<file path="src/rtl/sad_engine_if.sv">
// Scheduler and frame-buffer connection for sad_engine: go/abort/done control plus
// the shared A/B read port. Valid/ready is not used; reads are strobe-plus-fixed-latency.
interface sad_engine_if #(
    parameter int PIX_W = 8,
    parameter int LANES = 4,
    parameter int AW    = 6,
    parameter int SUM_W = 16
);
    logic                   go;
    logic                   abort;
    logic                   busy;
    logic                   rd_en;
    logic [AW-1:0]          rd_addr;
    logic [LANES*PIX_W-1:0] a_data;
    logic [LANES*PIX_W-1:0] b_data;
    logic [SUM_W-1:0]       sad_out;
    logic                   done;

    // Handshake: go is a level request sampled only while idle; a_data/b_data are
    // valid exactly RD_LAT cycles after rd_en; done is a one-cycle pulse that
    // coincides with the first cycle of the new sad_out.
    modport master (
        output go, abort, a_data, b_data,
        input  busy, rd_en, rd_addr, sad_out, done
    );

    modport slave (
        input  go, abort, a_data, b_data,
        output busy, rd_en, rd_addr, sad_out, done
    );
endinterface

</file>
<file path="src/rtl/sad_engine.sv">
// Sum-of-absolute-differences engine: streams WORDS words of LANES pixel pairs from
// the A/B memories, accumulates |A-B| and publishes the total with a done pulse.
module sad_engine #(
    parameter int PIX_W  = 8,
    parameter int N_PIX  = 256,
    parameter int LANES  = 4,
    parameter int RD_LAT = 1
) (
    input  logic         clk,
    input  logic         rst,
    sad_engine_if.slave  bus,
    output logic [2:0]   state_o
);
    localparam int WORDS  = N_PIX / LANES;
    localparam int AW     = (WORDS > 1) ? $clog2(WORDS) : 1;
    localparam int SUM_W  = PIX_W + $clog2(N_PIX);
    localparam int TREE_W = PIX_W + $clog2(LANES);
    localparam int DW     = (RD_LAT > 1) ? $clog2(RD_LAT) : 1;
    localparam logic [AW-1:0] LAST_IDX   = AW'(WORDS - 1);
    localparam logic [DW-1:0] LAST_DRAIN = DW'(RD_LAT - 1);

    typedef enum logic [2:0] {
        S_IDLE  = 3'd0,
        S_INIT  = 3'd1,
        S_READ  = 3'd2,
        S_DRAIN = 3'd3,
        S_DONE  = 3'd4
    } state_t;

    state_t            state_q, state_d;
    logic [AW-1:0]     idx_q, idx_d;
    logic [DW-1:0]     drain_q, drain_d;
    logic [RD_LAT-1:0] vpipe_q, vpipe_d;
    logic [SUM_W-1:0]  acc_q, acc_d;
    logic [SUM_W-1:0]  sad_q, sad_d;
    logic              done_q, done_d;
    logic              rd_en;
    logic              flush;
    logic [PIX_W-1:0]  lane_diff [LANES];
    logic [TREE_W-1:0] tree_sum;

    for (genvar k = 0; k < LANES; k++) begin : g_lane
        logic [PIX_W-1:0] a_k, b_k;
        assign a_k = bus.a_data[k*PIX_W +: PIX_W];
        assign b_k = bus.b_data[k*PIX_W +: PIX_W];
        // Subtract the smaller from the larger so the difference never wraps.
        assign lane_diff[k] = (a_k >= b_k) ? (a_k - b_k) : (b_k - a_k);
    end

    always_comb begin
        tree_sum = '0;
        for (int k = 0; k < LANES; k++) begin
            tree_sum = tree_sum + TREE_W'(lane_diff[k]);
        end
    end

    always_comb begin
        state_d = state_q;
        idx_d   = idx_q;
        drain_d = drain_q;
        rd_en   = 1'b0;
        flush   = 1'b0;
        case (state_q)
            S_IDLE: if (bus.go) state_d = S_INIT;
            S_INIT: begin
                idx_d   = '0;
                state_d = S_READ;
            end
            S_READ: begin
                rd_en   = 1'b1;
                idx_d   = idx_q + 1'b1;
                drain_d = '0;
                if (idx_q == LAST_IDX) state_d = S_DRAIN;
            end
            S_DRAIN: begin
                drain_d = drain_q + 1'b1;
                if (drain_q == LAST_DRAIN) state_d = S_DONE;
            end
            S_DONE:  state_d = S_IDLE;
            default: state_d = S_IDLE;
        endcase
        // DONE is deliberately not abortable so a finished sum is always published.
        if (bus.abort && (state_q == S_INIT || state_q == S_READ || state_q == S_DRAIN)) begin
            state_d = S_IDLE;
            flush   = 1'b1;
        end
    end

    always_comb begin
        vpipe_d = (vpipe_q << 1) | RD_LAT'(rd_en);
        if (flush) vpipe_d = '0;
        acc_d = acc_q;
        if (state_q == S_INIT) begin
            acc_d = '0;
        end else if (vpipe_q[RD_LAT-1]) begin
            acc_d = acc_q + SUM_W'(tree_sum);
        end
        sad_d  = sad_q;
        done_d = 1'b0;
        if (state_q == S_DONE) begin
            sad_d  = acc_q;
            done_d = 1'b1;
        end
    end

    always_ff @(posedge clk) begin
        if (rst) begin
            state_q <= S_IDLE;
            idx_q   <= '0;
            drain_q <= '0;
            vpipe_q <= '0;
            acc_q   <= '0;
            sad_q   <= '0;
            done_q  <= 1'b0;
        end else begin
            state_q <= state_d;
            idx_q   <= idx_d;
            drain_q <= drain_d;
            vpipe_q <= vpipe_d;
            acc_q   <= acc_d;
            sad_q   <= sad_d;
            done_q  <= done_d;
        end
    end

    assign bus.busy    = (state_q != S_IDLE);
    assign bus.rd_en   = rd_en;
    assign bus.rd_addr = rd_en ? idx_q : '0;
    assign bus.sad_out = sad_q;
    assign bus.done    = done_q;
    assign state_o     = state_q;
endmodule

</file>
<file path="src/flat_wrapper.sv">
// flat-port wrapper written by rule: the top's interface ports become plain ports
module sad_engine_flat 
#(
    parameter int PIX_W  = 8,
    parameter int N_PIX  = 256,
    parameter int LANES  = 4,
    parameter int RD_LAT = 1
)
  (clk, rst, state_o, bus_go, bus_abort, bus_a_data, bus_b_data, bus_busy, bus_rd_en, bus_rd_addr, bus_sad_out, bus_done);
  sad_engine_if #(.PIX_W(PIX_W), .LANES(LANES)) bus_i ();
  input  logic clk;
  input  logic rst;
  output logic [2:0] state_o;
  input wire logic [$bits(bus_i.go)-1:0] bus_go;
  input wire logic [$bits(bus_i.abort)-1:0] bus_abort;
  input wire logic [$bits(bus_i.a_data)-1:0] bus_a_data;
  input wire logic [$bits(bus_i.b_data)-1:0] bus_b_data;
  output wire logic [$bits(bus_i.busy)-1:0] bus_busy;
  output wire logic [$bits(bus_i.rd_en)-1:0] bus_rd_en;
  output wire logic [$bits(bus_i.rd_addr)-1:0] bus_rd_addr;
  output wire logic [$bits(bus_i.sad_out)-1:0] bus_sad_out;
  output wire logic [$bits(bus_i.done)-1:0] bus_done;
  assign bus_i.go = bus_go;
  assign bus_i.abort = bus_abort;
  assign bus_i.a_data = bus_a_data;
  assign bus_i.b_data = bus_b_data;
  assign bus_busy = bus_i.busy;
  assign bus_rd_en = bus_i.rd_en;
  assign bus_rd_addr = bus_i.rd_addr;
  assign bus_sad_out = bus_i.sad_out;
  assign bus_done = bus_i.done;
  sad_engine #(.PIX_W(PIX_W), .N_PIX(N_PIX), .LANES(LANES), .RD_LAT(RD_LAT)) u_core (.clk(clk), .rst(rst), .bus(bus_i), .state_o(state_o));
endmodule
</file>
<file path="config.mk">
export PLATFORM = sky130hd
export DESIGN_NAME = sad_engine_flat
export DESIGN_NICKNAME = d
export VERILOG_FILES = /design/src/rtl/sad_engine_if.sv /design/src/rtl/sad_engine.sv /design/src/flat_wrapper.sv
export SDC_FILE = /design/constraint.sdc
export NUM_CORES = 1
export LEC_CHECK = 0
export ABC_AREA = 1
export CELL_PAD_IN_SITES_DETAIL_PLACEMENT = 0
export CELL_PAD_IN_SITES_GLOBAL_PLACEMENT = 1
export CORE_AREA = 2 2 137 139
export CTS_CLUSTER_SIZE = 28
export DETAILED_ROUTE_END_ITERATION = 6
export DIE_AREA = 0 0 139 141
export PLACE_DENSITY = 0.74
export SYNTH_ARGS = -nofsm -noshare
export SYNTH_HDL_FRONTEND = slang
export SYNTH_SLANG_ARGS = --single-unit
</file>
<file path="constraint.sdc">
create_clock -name clk -period 6 [get_ports clk]
set_input_delay 1.2 -clock clk [delete_from_list [all_inputs] [get_ports clk]]
set_output_delay 1.2 -clock clk [all_outputs]
set_load 0.01 [all_outputs]
</file>
==> results of run 1 <==
## path summary, 6_finish.rpt
kind,cells past startpoint,end,slack (ns)
max reg2reg,5,u_core.acc_q[15],4.02
max,38,u_core.acc_q[9],0.34
min reg2reg,1,u_core.state_o[2],0.42
min,1,u_core.state_o[2],0.42
## power by group
part	switching [mW]	internal [mW]	total, mW
Clock	0.112	0.195	0.307
Combinational	2.10	2.13	4.24
Sequential	0.0431	0.323	0.366
Total	2.26	2.65	4.91
## sequential cells by signal, summed over array words and instances, names as in the netlist
| name | count |
|---|---|
| u_core.acc_q | 16 |
| u_core.bus.sad_out | 16 |
| u_core.idx_q | 6 |
| u_core.state_o | 3 |
| u_core.bus.done | 1 |
| u_core.drain_q | 1 |
| u_core.vpipe_q | 1 |
## layout by cell type, fill, tap and decap left out, types with 29 or more instances in the layout
cell             synthesis  layout
a21oi_1                 78      58
buf_4                    3     153
clkdlybuf4s50_1          0      68
dfxtp_1                 44      44
ha_1                    88      60
inv_1                  192     167
inv_2                    5      29
nand2_1                247     218
nand2_2                  7      33
nand3_1                 46      41
nor2_1                  89      84
xor2_1                  41      40
## through the flow
| step | power (mW) | hold WS, ns | util [%] |
|---|---|---|---|
| global route | 5.45 | 0.438 | 51.8 |
| floorplan | 2.35 | 0.398 | - |
| CTS | 4.41 | 0.419 | 49.2 |
| finish | 4.91 | 0.419 | 51.8 |
| global placement | 3.59 | 0.412 | 46.6 |
| detailed placement | 3.61 | 0.410 | 46.6 |
## kinds of logic (layout without fill, tap and decap cells)
logic type / Yosys count / in the layout / synth area share (%)
DFF: 44 / 44 / 14.0
xor gates and xnor gates: 46 / 46 / 6.42
adders and majority gates: 107 / 107 / 23.6
and+or+nand+nor: 429 / 429 / 28.5
AOI/OAI and AO/OA: 162 / 162 / 14.5
buffers and inverters: 210 / 456 / 13.0
## worst max-delay path: cells and delay by family
kind	cells	cell delay (ns)
fa+ha+maj	5	1.42
xor+xnor	1	0.19
compound gates	7	0.82
simple gates	14	1.00
buf+inv	11	1.20
## metal layers
metal / GRT usage (%) / vias up
li1: - / 3641
met1: 19.8 / 2985
met2: 32.4 / 97
met3: 1.49 / 19
met4: 4.20 / 0
met5: 0 / -
## area by class of cell
cell class                      count  area (um^2)  area share (%)
Clock buffer                        5          125            1.32
Inverter                          197          742            7.85
Clock inverter                      3         42.5           0.450
Tap cell                          234          293            3.10
Sequential cell                    44          881            9.32
Timing Repair Buffer              251         2180            23.1
Multi-Input combinational cell    744         5190            54.9
## what timing repair did
item,in CTS,in global routing
endpoints found under the setup margin,11,11
buffers inserted,5,9
pin swaps,41,69
gates resized for setup,63,119
==> impl_results.md, run 1 <==
- Vias per cell: 4.56
- Worst EP required: 6.19 ns
- Routed vias: 6742
- Status: completed
- Maximum root-to-sink buffer count: 2
- Antenna diodes: 0
- Slew headroom: 44.8%
- Most numerous cell in the Yosys netlist: nand2_1
- Maximum fanout along the worst path: 5
- Initial antenna violation count: 0
- Number of synthesized register bits: 44
- Most frequent cells after synthesis: 247 x nand2_1, 192 x inv_1, 89 x nor2_1
- TritonRoute pass-1 iters: 4
- CP Launch Type: primary input
- Largest net degree at the start of global routing: 23
- Number of flops mapped to enable cells by yosys: 0
- Worst slack at placement: -0.781 ns
- Met3 routed WL: 394 um
- Worst skew pair latency: 0.29 ns
- Synth Flop Type: dfxtp_1
- Pleak: 4.95 nW
- Met2 wire len: 8740 um
- Die Ht: 141 um
- CTS tree: done
- GP Congestion: 0.854
- Core area: 18300 um^2
- Fin worst setup slack: 0.337 ns
- Worst VDD drop: 0.000488 V
- Die Area: 19600 um^2
- Final number of setup-violating endpoints: 0
- Worst Path Arrival: 5.85 ns
- Hpwl dp: 13800 um
- Reg2reg start: u_core.vpipe_q
- Count of cell types in the netlist: 37
- Hold path start: u_core.drain_q
- DRT iter0 DRCs: 173
- TNS Setup: 0 ns
- Placed instance area: 8510 um^2
- Initial Utilization: 34.3%
- Clock Skew: 0.00678 ns
- Routed wire length: 16600 um
- Fillers: 1876
- DRC viols: 0
- Register area share after synthesis: 14.0%
- H-tree levels: 2
- First-pass GRT wire length: 28100 um
- Syn-to-layout area delta: 50.7%
- CTS Buf Count: 5
- Metal-1 WL: 7230 um
- Period utilization: 94.4%
- Placed cells: 1456
- Total gr overflow: 0
- Clock-pin slew on the worst setup and hold paths: 0.06 ns
- Number of global-route vias before repair: 6508
- Ys async rst share: 0%
- Rows: 50
- Final Hold Vio Count: 0
- Critical-path cell with the highest stage delay: clkdlybuf4s50_1
- Nets: 1418
- Crit. Startpoint: bus_b_data[7]
- Worst Setup End Kind: register
- Non-Filler Instances: 1478
- Post-Syn Nets: 1173
- Post-synthesis cell area: 6270 um^2
- Max Used Layer: met4
- Worst Max-Slew Pin Slew: 0.826 ns
- GRT Overall Usage: 16.7%
- Design Area, Final: 9460 um^2
- IO Count: 96
- Syn_area_per_cell: 6.29 um^2
- Synthesis Warnings: 0
- Achievable Freq: 0.177 GHz
- Die extent in x: 139 um
- # Max-Cap Violations: 0
- Final Max Slew Viols: 0
- CP max stage delay: 0.45 ns
- Leading post-synthesis cells by cell area: ha_1 18%, nand2_1 15%, dfxtp_1 14%, inv_1 11%, a21oi_1 6.2%
- Fraction of layout cells with a size suffix above 1: 25.7%
- Hold_buf cts: 0
- CTS root buf: clkbuf_16
- Total power per unit cell area: 519 nW/um^2
- Gate Count Post-Synth: 998
- Synth top area share: 17.5%
- Setup CP Type: primary input to register
- HP Class: register to register
- Clk sinks: 44
- Yosys top cell by area: ha_1
- Tmin final: 5.66 ns
- Post-DRT Antenna Nets: 0
- Port bufs: 95
- WL/cell: 11.2 um
No activity file was read; power rests on OpenSTA's default activity.
==> run 2: changes to the inputs <==
Settings changed: CORE_AREA 2 2 137 139 to 2 2 126 128, DIE_AREA 0 0 139 141 to 0 0 128 130, DONT_BUFFER_PORTS set to 1, SKIP_CTS_REPAIR_TIMING set to 1.
==> run 2 against run 1 <==
- fmax is 1.3% higher
- global-route usage grew 1.0 points
- sequential cell count did not move
- combinational power is 21% lower
- hold slack worse by 0.0032 ns
- clock-buffer cell count increased by 2
- non-clock buffer count fell by 188
- clock power rose by 7.2%
- routed wire length fell by 12%
- first-iteration DRC count rose by 21%
- power is 18% lower
- critical path depth down 6
- largest cell class unchanged
==> impl_results.md, run 2 (same netlist as run 1, synthesis figures left out) <==
- Critical-path cell with the highest stage delay: fa_1
- Commonest cells after routing, fill and taps aside: 241 x nand2_1, 191 x inv_1, 89 x nor2_1
- CTS Buf Count: 5 (unchanged)
- Antenna diodes: 0 (unchanged)
- Core area: 15400 um^2 (-16%)
- CP Buf/Inv Count: 7 (-4)
- Final Max Slew Viols: 0 (unchanged)
- FF-to-FF End: u_core.acc_q[6]
- Fillers: 1624 (-13%)
- Rows: 46 (-8.0%)
- Routed vias: 5964 (-12%)
- Register area: 881 um^2 (unchanged)
- Nets: 1230 (-13%)
- Total power per unit cell area: 555 nW/um^2 (+6.9%)
- IO Count: 96 (unchanged)
- CTS tree: done
- Total gr overflow: 0 (unchanged)
- Pleak: 3.91 nW (-21%)
- WL/cell: 11.8 um (+4.7%)
- Worst Hold End: u_core.state_o[2]
- Fraction of layout cells with a size suffix above 1: 12.6% (-13 points)
- Port bufs: 0 (-100%)
- Met2 wire len: 7460 um (-15%)
- Cell family with most CP delay: adder cells
- Die Area: 16600 um^2 (-15%)
- GRT Overall Usage: 17.8% (+1.0 points)
- Tmin final: 5.59 ns (-0.0703 ns)
- Metal-1 WL: 6630 um (-8.4%)
- Clock-pin slew on the worst setup and hold paths: 0.06 ns (about the same)
- Final number of setup-violating endpoints: 0 (unchanged)
- Commonest non-fill, non-tap cell in the layout: nand2_1
- Maximum root-to-sink buffer count: 2 (unchanged)
- Hpwl dp: 12600 um (-8.3%)
- First-pass GRT wire length: 24800 um (-12%)
- Routed wire length: 14700 um (-12%)
- Hold path start: u_core.drain_q
- Slew headroom: 50.7% (+5.9 points)
- Die Ht: 130 um (-7.8%)
- TritonRoute pass-1 iters: 4 (unchanged)
- Worst skew pair latency: 0.29 ns (about the same)
- Maximum fanout along the worst path: 6 (+1)
- Reg2reg start: u_core.acc_q[0]
- Post-DRT Antenna Nets: 0 (unchanged)
- Initial antenna violation count: 0 (unchanged)
- Worst Max-Slew Pin Slew: 0.738 ns (-0.0880 ns)
- Cell mode on critical path: inv_1
- DRC viols: 0 (unchanged)
- Achievable Freq: 0.179 GHz (+1.3%)
- Syn-to-layout area delta: 16.2%
- Initial Utilization: 40.7% (+6.3 points)
- Setup CP Type: primary input to register
- DRT iter0 DRCs: 210 (+21%)
- Clock Skew: 0.00667 ns (-0.000112 ns)
- Largest net degree at the start of global routing: 23 (unchanged)
- Setup slack, reg-to-reg: 4.09 ns (+0.07 ns)
- Met3 routed WL: 394 um (unchanged)
- Worst Path Arrival: 5.77 ns (-0.08 ns)
- HP Class: register to register
- Worst Setup End Kind: register
- Cell count of the worst hold path: 1 (unchanged)
- H-tree levels: 2 (unchanged)
- # Max-Cap Violations: 0 (unchanged)
- Worst VDD drop: 0.000346 V (-29%)
- GP Congestion: 0.858 (+0.46%)
- Status: completed
- Worst EP required: 6.18 ns (about the same)
- R2R cell count: 9 (+4)
- Hold slack: 0.416 ns (-0.00320 ns)
- Die extent in x: 128 um (-7.9%)
- TNS Setup: 0 ns (unchanged)
- CTS root buf: clkbuf_16
- Unrepaired setup endpoints after global routing: yes
- Final Hold Vio Count: 0 (unchanged)
- Number of global-route vias before repair: 5750 (-12%)
- Period utilization: 93.2% (-1.2 points)
- Clk sinks: 44 (unchanged)
- Area occupied by multi-input gates: 4770 um^2 (-8.0%)
- Max Used Layer: met4
- Vias per cell: 4.78 (+4.8%)
- CP Launch Type: primary input
- CP max stage delay: 0.55 ns (+0.10 ns)
-- run 2: changes by cell type in the layout (fill, tap and decap cells not counted), sizes merged --
cell	change
clkdlybuf4s50	-68
clkbuf	-2
clkinv	-1
dlymetal6s2s	-23
clkinvlp	-1
buf	-93
-- run 2: power breakdown --
group / internal (mW) / leakage (nW) / switching (mW)
clock: 0.219 / 0.0901 / 0.109
sequential: 0.323 / 0.356 / 0.0499
combinational: 1.59 / 3.47 / 1.76
-- run 2: worst max path at each step --
stage	start	endpoint	slack, ns	cells after the start
after floorplan	bus_a_data[8]	u_core.acc_q[12]	0.06	35
after global placement	bus_a_data[8]	u_core.acc_q[11]	-0.14	38
after detailed placement	bus_a_data[8]	u_core.acc_q[12]	-0.23	35
after CTS	bus_a_data[8]	u_core.acc_q[12]	0.06	35
after global routing	bus_b_data[10]	u_core.acc_q[11]	-0.02	33
final	bus_a_data[8]	u_core.acc_q[12]	0.41	32
-- run 2: cell type report --
type                            instances  share of cell area [%]
Inverter                              197                    10.1
Clock inverter                          1                   0.412
Clock buffer                            7                    2.09
Multi-Input combinational cell        744                    65.5
Timing Repair Buffer                   63                    6.49
Sequential cell                        44                    12.1
Tap cell                              192                    3.30
-- run 2: routing by layer --
layer / up-vias / GRT usage (%)
met5: - / 0
met4: 0 / 4.20
met3: 14 / 1.56
met2: 92 / 34.7
met1: 2597 / 20.9
li1: 3261 / -
-- run 2: worst reg2reg max path: stages, from the launching register on --
cell and delay [ns]:
dfxtp_1 0.33, ha_1 0.25, fa_1 0.50, nand3_1 0.11, nand3_1 0.15, nand2_1 0.14
a21oi_1 0.07, nand3b_1 0.15, nand2_1 0.09, inv_1 0.03
-- run 2: metrics by stage --
stage / std cells / setup slack [ns] / utilization, % / area (um^2) / power, mW
global route: 1248 / -0.0152 / 47.3 / 7290 / 4.56
CTS: 1246 / 0.0614 / 45.9 / 7080 / 3.66
global placement: 1238 / -0.144 / 44.7 / 6900 / 3.30
detailed placement: 1238 / -0.235 / 44.7 / 6900 / 3.32
floorplan: 998 / 0.0639 / - / 6270 / 2.35
finish: 1248 / 0.407 / 47.3 / 7290 / 4.05
